==> src/rtl/bmc_sched_if.sv <==
// Handshake bundle between the symbol source, the branch-metric scheduler and the ACS stage.
// rx_erase exists only when BMC_SCHED_ERASURE_EN is defined.
interface bmc_sched_if;
  logic       in_valid;
  logic       in_ready;
  logic [1:0] rx_pair;
  logic       abort;
  logic       out_valid;
  logic       out_ready;
  logic [2:0] slot;
  logic [1:0] path_0_bmc;
  logic [1:0] path_1_bmc;
  logic [7:0] sym_idx;
  logic       frame_done;
`ifdef BMC_SCHED_ERASURE_EN
  logic       rx_erase;
`endif

  modport master (
    output in_valid, rx_pair, abort, out_ready,
`ifdef BMC_SCHED_ERASURE_EN
    output rx_erase,
`endif
    input  in_ready, out_valid, slot, path_0_bmc, path_1_bmc, sym_idx, frame_done
  );

  modport slave (
    input  in_valid, rx_pair, abort, out_ready,
`ifdef BMC_SCHED_ERASURE_EN
    input  rx_erase,
`endif
    output in_ready, out_valid, slot, path_0_bmc, path_1_bmc, sym_idx, frame_done
  );
endinterface

==> src/rtl/bmc_sched.sv <==
// Branch-metric scheduler: each received symbol is presented as 8 slots of Hamming metrics.
// Optional BMC_SCHED_ERASURE_EN adds rx_erase, which forces all metrics of a symbol to 0.
module bmc_sched #(
  parameter int FRAME_LEN = 16
) (
  input logic        clk,
  input logic        rst_n,
  bmc_sched_if.slave bus
);
  localparam logic [0:0] IDLE  = 1'b0;
  localparam logic [0:0] ISSUE = 1'b1;
  localparam logic [7:0] LAST  = 8'(FRAME_LEN - 1);
  // E0[0..7] = 00,11,10,01,11,00,01,10 (index 7 listed first)
  localparam logic [7:0][1:0] E0 = {2'b10, 2'b01, 2'b00, 2'b11, 2'b01, 2'b10, 2'b11, 2'b00};

  logic [0:0] state_q, state_d;
  logic [2:0] slot_q, slot_d;
  logic [7:0] sym_q, sym_d;
  logic [1:0] rx_q, rx_d;
  logic       fd_q, fd_d;
  logic       issue, last_slot, last_sym, mask;
  logic [1:0] e, d0, d1;
`ifdef BMC_SCHED_ERASURE_EN
  logic       er_q, er_d;
`endif

  assign issue     = (state_q == ISSUE);
  assign last_slot = (slot_q == 3'd7);
  assign last_sym  = (sym_q == LAST);

  always_comb begin
    state_d = state_q;
    slot_d  = slot_q;
    sym_d   = sym_q;
    rx_d    = rx_q;
    fd_d    = 1'b0;
`ifdef BMC_SCHED_ERASURE_EN
    er_d    = er_q;
`endif
    if (bus.abort) begin
      state_d = IDLE;
      slot_d  = 3'd0;
      sym_d   = 8'd0;
      rx_d    = 2'b00;
`ifdef BMC_SCHED_ERASURE_EN
      er_d    = 1'b0;
`endif
    end else if (!issue) begin
      if (bus.in_valid) begin
        state_d = ISSUE;
        slot_d  = 3'd0;
        rx_d    = bus.rx_pair;
`ifdef BMC_SCHED_ERASURE_EN
        er_d    = bus.rx_erase;
`endif
      end
    end else if (bus.out_ready) begin
      if (!last_slot) begin
        slot_d = slot_q + 3'd1;
      end else begin
        slot_d = 3'd0;
        if (last_sym) begin
          sym_d   = 8'd0;
          fd_d    = 1'b1;
          state_d = IDLE;
        end else begin
          sym_d = sym_q + 8'd1;
          // back-to-back symbol loads without a bubble
          if (bus.in_valid) begin
            rx_d = bus.rx_pair;
`ifdef BMC_SCHED_ERASURE_EN
            er_d = bus.rx_erase;
`endif
          end else begin
            state_d = IDLE;
          end
        end
      end
    end
  end

  always_ff @(posedge clk or negedge rst_n) begin
    if (!rst_n) begin
      state_q <= IDLE;
      slot_q  <= 3'd0;
      sym_q   <= 8'd0;
      rx_q    <= 2'b00;
      fd_q    <= 1'b0;
`ifdef BMC_SCHED_ERASURE_EN
      er_q    <= 1'b0;
`endif
    end else begin
      state_q <= state_d;
      slot_q  <= slot_d;
      sym_q   <= sym_d;
      rx_q    <= rx_d;
      fd_q    <= fd_d;
`ifdef BMC_SCHED_ERASURE_EN
      er_q    <= er_d;
`endif
    end
  end

  // Metrics read 0 outside ISSUE so reset/idle values are all-zero.
`ifdef BMC_SCHED_ERASURE_EN
  assign mask = issue && !er_q;
`else
  assign mask = issue;
`endif
  assign e  = E0[slot_q];
  assign d0 = rx_q ^ e;
  assign d1 = rx_q ^ ~e;

  assign bus.in_ready   = !issue || (last_slot && bus.out_ready && !bus.abort && !last_sym);
  assign bus.out_valid  = issue;
  assign bus.slot       = slot_q;
  assign bus.sym_idx    = sym_q;
  assign bus.frame_done = fd_q;
  assign bus.path_0_bmc = mask ? {&d0, ^d0} : 2'b00;
  assign bus.path_1_bmc = mask ? {&d1, ^d1} : 2'b00;
endmodule

==> src/flat_wrapper.sv <==
// flat-port wrapper written by rule: the top's interface ports become plain ports
module bmc_sched_flat 
#(
  parameter int FRAME_LEN = 16
)
  (clk, rst_n, bus_in_valid, bus_rx_pair, bus_abort, bus_out_ready, bus_in_ready, bus_out_valid, bus_slot, bus_path_0_bmc, bus_path_1_bmc, bus_sym_idx, bus_frame_done);
  bmc_sched_if bus_i ();
  input logic clk;
  input logic rst_n;
  input wire logic [$bits(bus_i.in_valid)-1:0] bus_in_valid;
  input wire logic [$bits(bus_i.rx_pair)-1:0] bus_rx_pair;
  input wire logic [$bits(bus_i.abort)-1:0] bus_abort;
  input wire logic [$bits(bus_i.out_ready)-1:0] bus_out_ready;
  output wire logic [$bits(bus_i.in_ready)-1:0] bus_in_ready;
  output wire logic [$bits(bus_i.out_valid)-1:0] bus_out_valid;
  output wire logic [$bits(bus_i.slot)-1:0] bus_slot;
  output wire logic [$bits(bus_i.path_0_bmc)-1:0] bus_path_0_bmc;
  output wire logic [$bits(bus_i.path_1_bmc)-1:0] bus_path_1_bmc;
  output wire logic [$bits(bus_i.sym_idx)-1:0] bus_sym_idx;
  output wire logic [$bits(bus_i.frame_done)-1:0] bus_frame_done;
  assign bus_i.in_valid = bus_in_valid;
  assign bus_i.rx_pair = bus_rx_pair;
  assign bus_i.abort = bus_abort;
  assign bus_i.out_ready = bus_out_ready;
  assign bus_in_ready = bus_i.in_ready;
  assign bus_out_valid = bus_i.out_valid;
  assign bus_slot = bus_i.slot;
  assign bus_path_0_bmc = bus_i.path_0_bmc;
  assign bus_path_1_bmc = bus_i.path_1_bmc;
  assign bus_sym_idx = bus_i.sym_idx;
  assign bus_frame_done = bus_i.frame_done;
  bmc_sched #(.FRAME_LEN(FRAME_LEN)) u_core (.clk(clk), .rst_n(rst_n), .bus(bus_i));
endmodule
==> config.mk <==
export PLATFORM = sky130hd
export DESIGN_NAME = bmc_sched_flat
export DESIGN_NICKNAME = d
export VERILOG_FILES = /design/src/rtl/bmc_sched_if.sv /design/src/rtl/bmc_sched.sv /design/src/flat_wrapper.sv
export SDC_FILE = /design/constraint.sdc
export NUM_CORES = 1
export LEC_CHECK = 0
export BUFFER_PORTS_ARGS = -buffer_cell sky130_fd_sc_hd__buf_2
export CELL_PAD_IN_SITES_DETAIL_PLACEMENT = 1
export CELL_PAD_IN_SITES_GLOBAL_PLACEMENT = 2
export CORE_ASPECT_RATIO = 1.2
export CORE_UTILIZATION = 30
export CTS_CLUSTER_SIZE = 30
export DETAILED_ROUTE_END_ITERATION = 16
export PLACE_DENSITY_LB_ADDON = 0.3
export SYNTH_ARGS = -nofsm -noshare
export SYNTH_HDL_FRONTEND = slang
export SYNTH_SLANG_ARGS = --single-unit
==> constraint.sdc <==
create_clock -name clk -period 1.85 [get_ports clk]
set_input_delay 0.37 -clock clk [delete_from_list [all_inputs] [get_ports clk]]
set_output_delay 0.37 -clock clk [all_outputs]
set_load 0.02 [all_outputs]
==> reports/results.ini, run 1 <==
[power_and_ir_drop]
power_density_nw_per_um2=499
ir_worst_vdd_v=0.000361
leakagePower_nw=0.637

[drt]
first_pass_iters=4
wl_per_cell_um=14.2
vias_per_cell=5.19
vias=877
drcViolationCount=0
drtIter0Drc=28
antenna_left=0
drt_wl_total_mm=2.41

[place]
hpwlAfterDp_mm=1.80
io_buffers=24
pre_cts_slack_ns=-0.0713
gp_congestion=0.821
dp.cells=162

[critical_path]
cp-start-kind=register
critPathRequiredTime_ns=1.48
r2r-end=u_core.bus.sym_idx[4]$_DFFE_PN0P_
worstPathArrival_ns=1.69
cp_slowest_cell=dfrtp_2
cp-end-kind=output pin
path_cells=ha_4, xnor2_2, inv_1, ha_1, and2_4, buf_6
slowest_delay_ns=0.43
r2r_start=u_core.bus.slot[2]$_DFFE_PN0P_
criticalPathCategory=register to output pin
worstPathMaxFanout=2
critPathTopFamily=adder cells
regToRegSetupSlack_ns=0.22
cp_num_buf_inv=2
reg2regPathDepth=6

[yosys]
yosysSeqAreaShare_pct=41.0
syn_area_sq_um=916
syn_area_per_cell_sq_um=9.35
syn_nets=110
synth-seq-cells=15
syn_inst=98
synth_cell_types=34
ys_warn_count=0

[die]
die_x_um=52.4
die_y_um=62.5
coreArea_sq_um=2840
fp.dieArea_sq_um=3280
io_pins=25
start_util_pct=32.3
rows=21

[cts]
cts_num_sinks=15
cts_tree=built
cts-root-buf=clkbuf_4
clkTransAtPathRegs_ns=0.08
htree_levels=1
clk_latency_ns=0.28
clk_path_buf_depth=2
cts_buffers=3

[min_path]
hold_depth=3
min-delay-start=bus_rx_pair[0]
min_path_type=input pin to register
whs_endpoint=u_core.rx_q[0]$_DFFE_PN0P_

[sta]
rsz0062_at_grt=true
fin_crit_ns=2.06
slew_headroom_pct=74.8
setup_viol=4
tightestPinTransition_ns=0.374
clock_skew_ns=0.00501
finalMaxSlewViolations=0
fin_ws_ns=-0.210
hold_ws_ns=0.339
fin_crit_sh_pct=111
tns_ns=-0.546
fmax_mhz=485
finalHoldViolCount=0

[grt]
grt_pass1_vias=957
grt_overflow=0
use_met3_pct=2.19
antenna_found_initial=0
grt_max_degree=18
grtUsageMet1_pct=22.4
grt_use_total_pct=17.1
grtUsageMet2_pct=29.0
top_usage_layer=met2
grt_first_pass_wirelength_mm=4.31

[cells_and_area]
antenna_cells=0
drive_above_1_share_pct=41.5
finalNetCount=148
stdcell_count=169
area_growth_pct=41.0

[outcome]
violations=setup timing
run_status=finished, violations left

[flow_run]
cap_violations=0

cells in the mapped netlist:
| library cell | instances | area, sq um |
|---|---|---|
| and3_1 | 2 | 12.5 |
| mux2i_1 | 2 | 20.0 |
| nand4_2 | 1 | 12.5 |
| nand4_1 | 1 | 6.26 |
| nor3b_1 | 1 | 7.51 |
| a21oi_2 | 1 | 8.76 |
| xor2_1 | 2 | 17.5 |
| dfrtp_1 | 15 | 375 |
| nand2_1 | 10 | 37.5 |
| and2_1 | 4 | 25.0 |
| xnor2_1 | 4 | 35.0 |
| o21ai_0 | 1 | 5.00 |
| a32oi_1 | 1 | 8.76 |
| o32ai_1 | 2 | 17.5 |
| and4bb_2 | 1 | 12.5 |
| a21oi_1 | 6 | 30.0 |
| a311oi_1 | 1 | 8.76 |
| buf_2 | 1 | 5.00 |
| a211oi_1 | 1 | 7.51 |
| a22oi_1 | 1 | 7.51 |
| a21o_1 | 1 | 7.51 |
| dlygate4sd1_1 | 1 | 8.76 |
| buf_6 | 2 | 22.5 |
| and4_1 | 1 | 8.76 |
| or3_1 | 2 | 12.5 |
| nor3_1 | 2 | 10.0 |
| a21boi_0 | 2 | 15.0 |
| nand3_1 | 3 | 15.0 |
| inv_1 | 6 | 22.5 |
| nand2_2 | 1 | 6.26 |
| or3b_1 | 1 | 8.76 |
| a311o_1 | 1 | 10.0 |
| ha_1 | 5 | 62.6 |
| nor2_1 | 12 | 45.0 |
layout by cell type (no fill, tap or decap), types with 2 or more instances in the layout:
cell type  count
a21boi_0       2
a21oi_1        6
and2_1         3
and3_1         2
buf_2         20
buf_4         11
buf_6          5
clkbuf_4       3
dfrtp_1       13
dfrtp_2        2
ha_1           2
ha_4           3
inv_1          6
mux2i_1        2
nand2_1        9
nand3_1        3
nor2_1        11
nor3_1         2
o32ai_1        2
or3_1          2
xnor2_2        4
xor2_1         2
how the worst max path moves through the flow:
stage	start	end	slack (ns)	cells past startpoint
floorplan	u_core.bus.slot[0]$_DFFE_PN0P_	bus_path_1_bmc[0]	0.005	5
global placement	u_core.bus.slot[0]$_DFFE_PN0P_	bus_path_1_bmc[0]	-0.03	6
detailed placement	u_core.bus.slot[0]$_DFFE_PN0P_	bus_path_1_bmc[0]	-0.07	6
CTS	u_core.bus.slot[1]$_DFFE_PN0P_	bus_path_1_bmc[0]	-0.25	6
global route	u_core.bus.slot[0]$_DFFE_PN0P_	bus_path_1_bmc[0]	-0.30	6
finish	u_core.bus.slot[0]$_DFFE_PN0P_	bus_path_1_bmc[0]	-0.21	6
report_power, final:
part	switching [mW]	total [mW]	leakage, nW	internal [mW]
clock	0.100	0.184	0.0150	0.0835
combinational	0.0645	0.121	0.419	0.0560
sequential	0.00636	0.340	0.203	0.333
total	0.171	0.644	0.637	0.473
registers in the layout, summed over array words and instances (netlist names):
register               cells
u_core.bus.frame_done      1
u_core.bus.out_valid       1
u_core.bus.slot            3
u_core.bus.sym_idx         8
u_core.rx_q                2
final cells by class:
type / count / area (sq um)
clock buffer: 4 / 26.3
multi-input combinational: 73 / 573
inverter: 6 / 22.5
fill: 346 / 1550
tap: 34 / 42.5
sequential: 15 / 378
timing repair buffer: 37 / 249
through the flow:
| step | utilization, % | instance area, sq um | power, mW |
|---|---|---|---|
| detailed placement | 39.6 | 1120 | 0.445 |
| global placement | 39.6 | 1120 | 0.444 |
| CTS | 45.1 | 1280 | 0.661 |
| floorplan | - | 923 | 0.407 |
| global route | 45.5 | 1290 | 0.690 |
| finish | 45.5 | 1290 | 0.644 |
repair_timing:
item / 4_1_cts / 5_1_grt
hold buffers: 1 / 0
pin swaps: 3 / 3
gates resized for setup: 23 / 1
hold endpoints to repair: 15 / 0
setup buffers: 2 / 0
gates cloned: 0 / 0
setup endpoints to repair: 5 / 5
worst register-to-register path: stages, from the launching register on:
cell	delay (ns)
dfrtp_2	0.44
buf_6	0.13
ha_4	0.17
and3_1	0.20
nand4_2	0.12
or3b_1	0.39
a21oi_2	0.12
layer usage:
metal	share of wire (%)	vias up
met5	0	-
met4	0.25	0
met3	3.0	2
met2	51	18
met1	45	441
li1	-	416
cells by family after synthesis:
family                   count (synthesis)  share of synthesized area (%)
XOR/XNOR                                 6                           5.74
multiplexers                             2                           2.19
buffers and inverters                   10                           6.42
AO/OA/AOI/OAI                           18                           13.8
AND/OR/NAND/NOR                         42                           24.0
flip-flops                              15                           41.0
adder cells (fa/ha/maj)                  5                           6.83
No activity file was read; power rests on OpenSTA's default activity.
==> run 2: changes to the inputs <==
--- a/config.mk
+++ b/config.mk
@@ -12,6 +12,7 @@
 export CORE_UTILIZATION = 30
 export CTS_CLUSTER_SIZE = 30
 export DETAILED_ROUTE_END_ITERATION = 16
+export MAX_ROUTING_LAYER = met4
 export PLACE_DENSITY_LB_ADDON = 0.3
 export SYNTH_ARGS = -nofsm -noshare
 export SYNTH_HDL_FRONTEND = slang
==> run 2 against run 1 <==
  * The flow still finishes with violations (setup timing)
  * Setup slack got worse by 0.0053 ns
  * Power increased by 1.3%
  * Utilization unchanged
  * Critical path depth unchanged
  * Sequential power about the same
  * Non-clock buffer count unchanged
  * Count of clock-buffer cells in the layout unchanged
  * Fmax decreased by 0.26%
  * Register-to-register slack about the same
  * Flip-flop and latch count unchanged
  * Critical endpoint unchanged
  * Highest routed layer unchanged
==> reports/results.ini, run 2 (synthesis results as in run 1) <==
[critical_path]
cp-startpoint=u_core.bus.slot[0]$_DFFE_PN0P_
criticalPathCategory=register to output pin
slowest_delay_ns=0.43
crit_cells=6
worstPathMaxFanout=2
crit_end=bus_path_1_bmc[0]
reg2regPathDepth=6
cp-start-kind=register
worstPathArrival_ns=1.70
r2r-end=u_core.bus.sym_idx[4]$_DFFE_PN0P_
cp-end-kind=output pin
critPathTopFamily=adder cells
critPathRequiredTime_ns=1.48
cp_num_buf_inv=2
path_cells=ha_4, xnor2_2, inv_1, ha_1, and2_4, buf_6
r2r_start=u_core.bus.slot[2]$_DFFE_PN0P_
regToRegSetupSlack_ns=0.23
cp_slowest_cell=dfrtp_2

[drt]
antenna_left=0
vias=889
vias_per_cell=5.26
wl_per_cell_um=14.4
drcViolationCount=0
drt_wl_total_mm=2.43
drtIter0Drc=23
first_pass_iters=2

[place]
gp_congestion=0.834
pre_cts_slack_ns=-0.0713
placed_area_sq_um=1120
hpwlAfterDp_mm=1.80
io_buffers=24
dp.cells=162

[cts]
cts-root-buf=clkbuf_4
cts_tree=built
clkTransAtPathRegs_ns=0.08
clk_path_buf_depth=2
htree_levels=1
cts_num_sinks=15
clk_latency_ns=0.29
cts_buffers=3

[power_and_ir_drop]
power_density_nw_per_um2=505
leakagePower_nw=0.637
ir_worst_vdd_v=0.000378
power_mw=0.652

[grt]
antenna_found_initial=0
grt_use_total_pct=17.5
grt_pass1_vias=953
grt_overflow=0
grt_max_degree=18
grt_first_pass_wirelength_mm=4.31

[die]
fp.dieArea_sq_um=3280
rows=21
io_pins=25
die_y_um=62.5
die_x_um=52.4
start_util_pct=32.3
coreArea_sq_um=2840

[sta]
fin_crit_sh_pct=112
clock_skew_ns=0.0110
tightestPinTransition_ns=0.376
fin_crit_ns=2.07
fmax_mhz=484
fin_ws_ns=-0.215
slew_headroom_pct=74.7
setup_viol=4
hold_ws_ns=0.335
rsz0062_at_grt=true
finalMaxSlewViolations=0
tns_ns=-0.567
finalHoldViolCount=0

[cells_and_area]
final_cell_mix=buf_2, dfrtp_1, nor2_1, buf_4, nand2_1
area_growth_pct=41.0
antenna_cells=0
largest_register_ffs=8
design_area_sq_um=1290
final_common_cell=buf_2
finalNetCount=148
stdcell_count=169
finish.utilization_pct=45.5
drive_above_1_share_pct=41.5

[outcome]
violations=setup timing
run_status=finished, violations left

[min_path]
min_path_type=input pin to register

[flow_run]
cap_violations=0

run 2: cell counts in the layout (fill, tap and decap cells not counted):
No cell type changed its count.
run 2: area by class of cell:
cell class	count	area [sq um]
fillers	346	1550
inverters	6	22.5
multi-input cells	73	573
repair buffers	37	249
flip-flops and latches	15	378
well taps	34	42.5
clock buffers	4	26.3
run 2: timing repair:
| action | in CTS | in global routing |
|---|---|---|
| hold buffers | 1 | 0 |
| cloned | 0 | 0 |
| gates resized for setup | 23 | 1 |
| setup buffers | 2 | 0 |
| pin swaps | 3 | 3 |
| endpoints found under the setup margin | 5 | 5 |
| endpoints found under the hold margin | 15 | 0 |
run 2: worst min-delay path: cells and delay by family:
kind	cells	cell delay (ns)
buffers and inverters	1	0.08
multiplexers	1	0.05
AND/OR/NAND/NOR	1	0.08
run 2: how the worst min path moves through the flow:
stage | start | endpoint | depth (start not counted)
floorplan | rst_n | u_core.bus.frame_done$_DFF_PN0_ | 0
global placement | rst_n | u_core.bus.slot[1]$_DFFE_PN0P_ | 1
detailed placement | rst_n | u_core.rx_q[1]$_DFFE_PN0P_ | 1
CTS | bus_rx_pair[0] | u_core.rx_q[0]$_DFFE_PN0P_ | 3
global route | bus_rx_pair[0] | u_core.rx_q[0]$_DFFE_PN0P_ | 3
finish | bus_rx_pair[0] | u_core.rx_q[0]$_DFFE_PN0P_ | 3
run 2: routing by layer:
metal	vias to the layer above	share of wire, %	track usage [%]
met5	-	0	-
met1	452	46	22.4
met4	0	0.82	3.95
li1	415	-	-
met2	18	50	29.0
met3	4	2.7	2.19
run 2: power breakdown:
part	internal [mW]	total [mW]	switching [mW]
clock	0.0837	0.192	0.108
sequential	0.333	0.340	0.00650
combinational	0.0561	0.120	0.0644
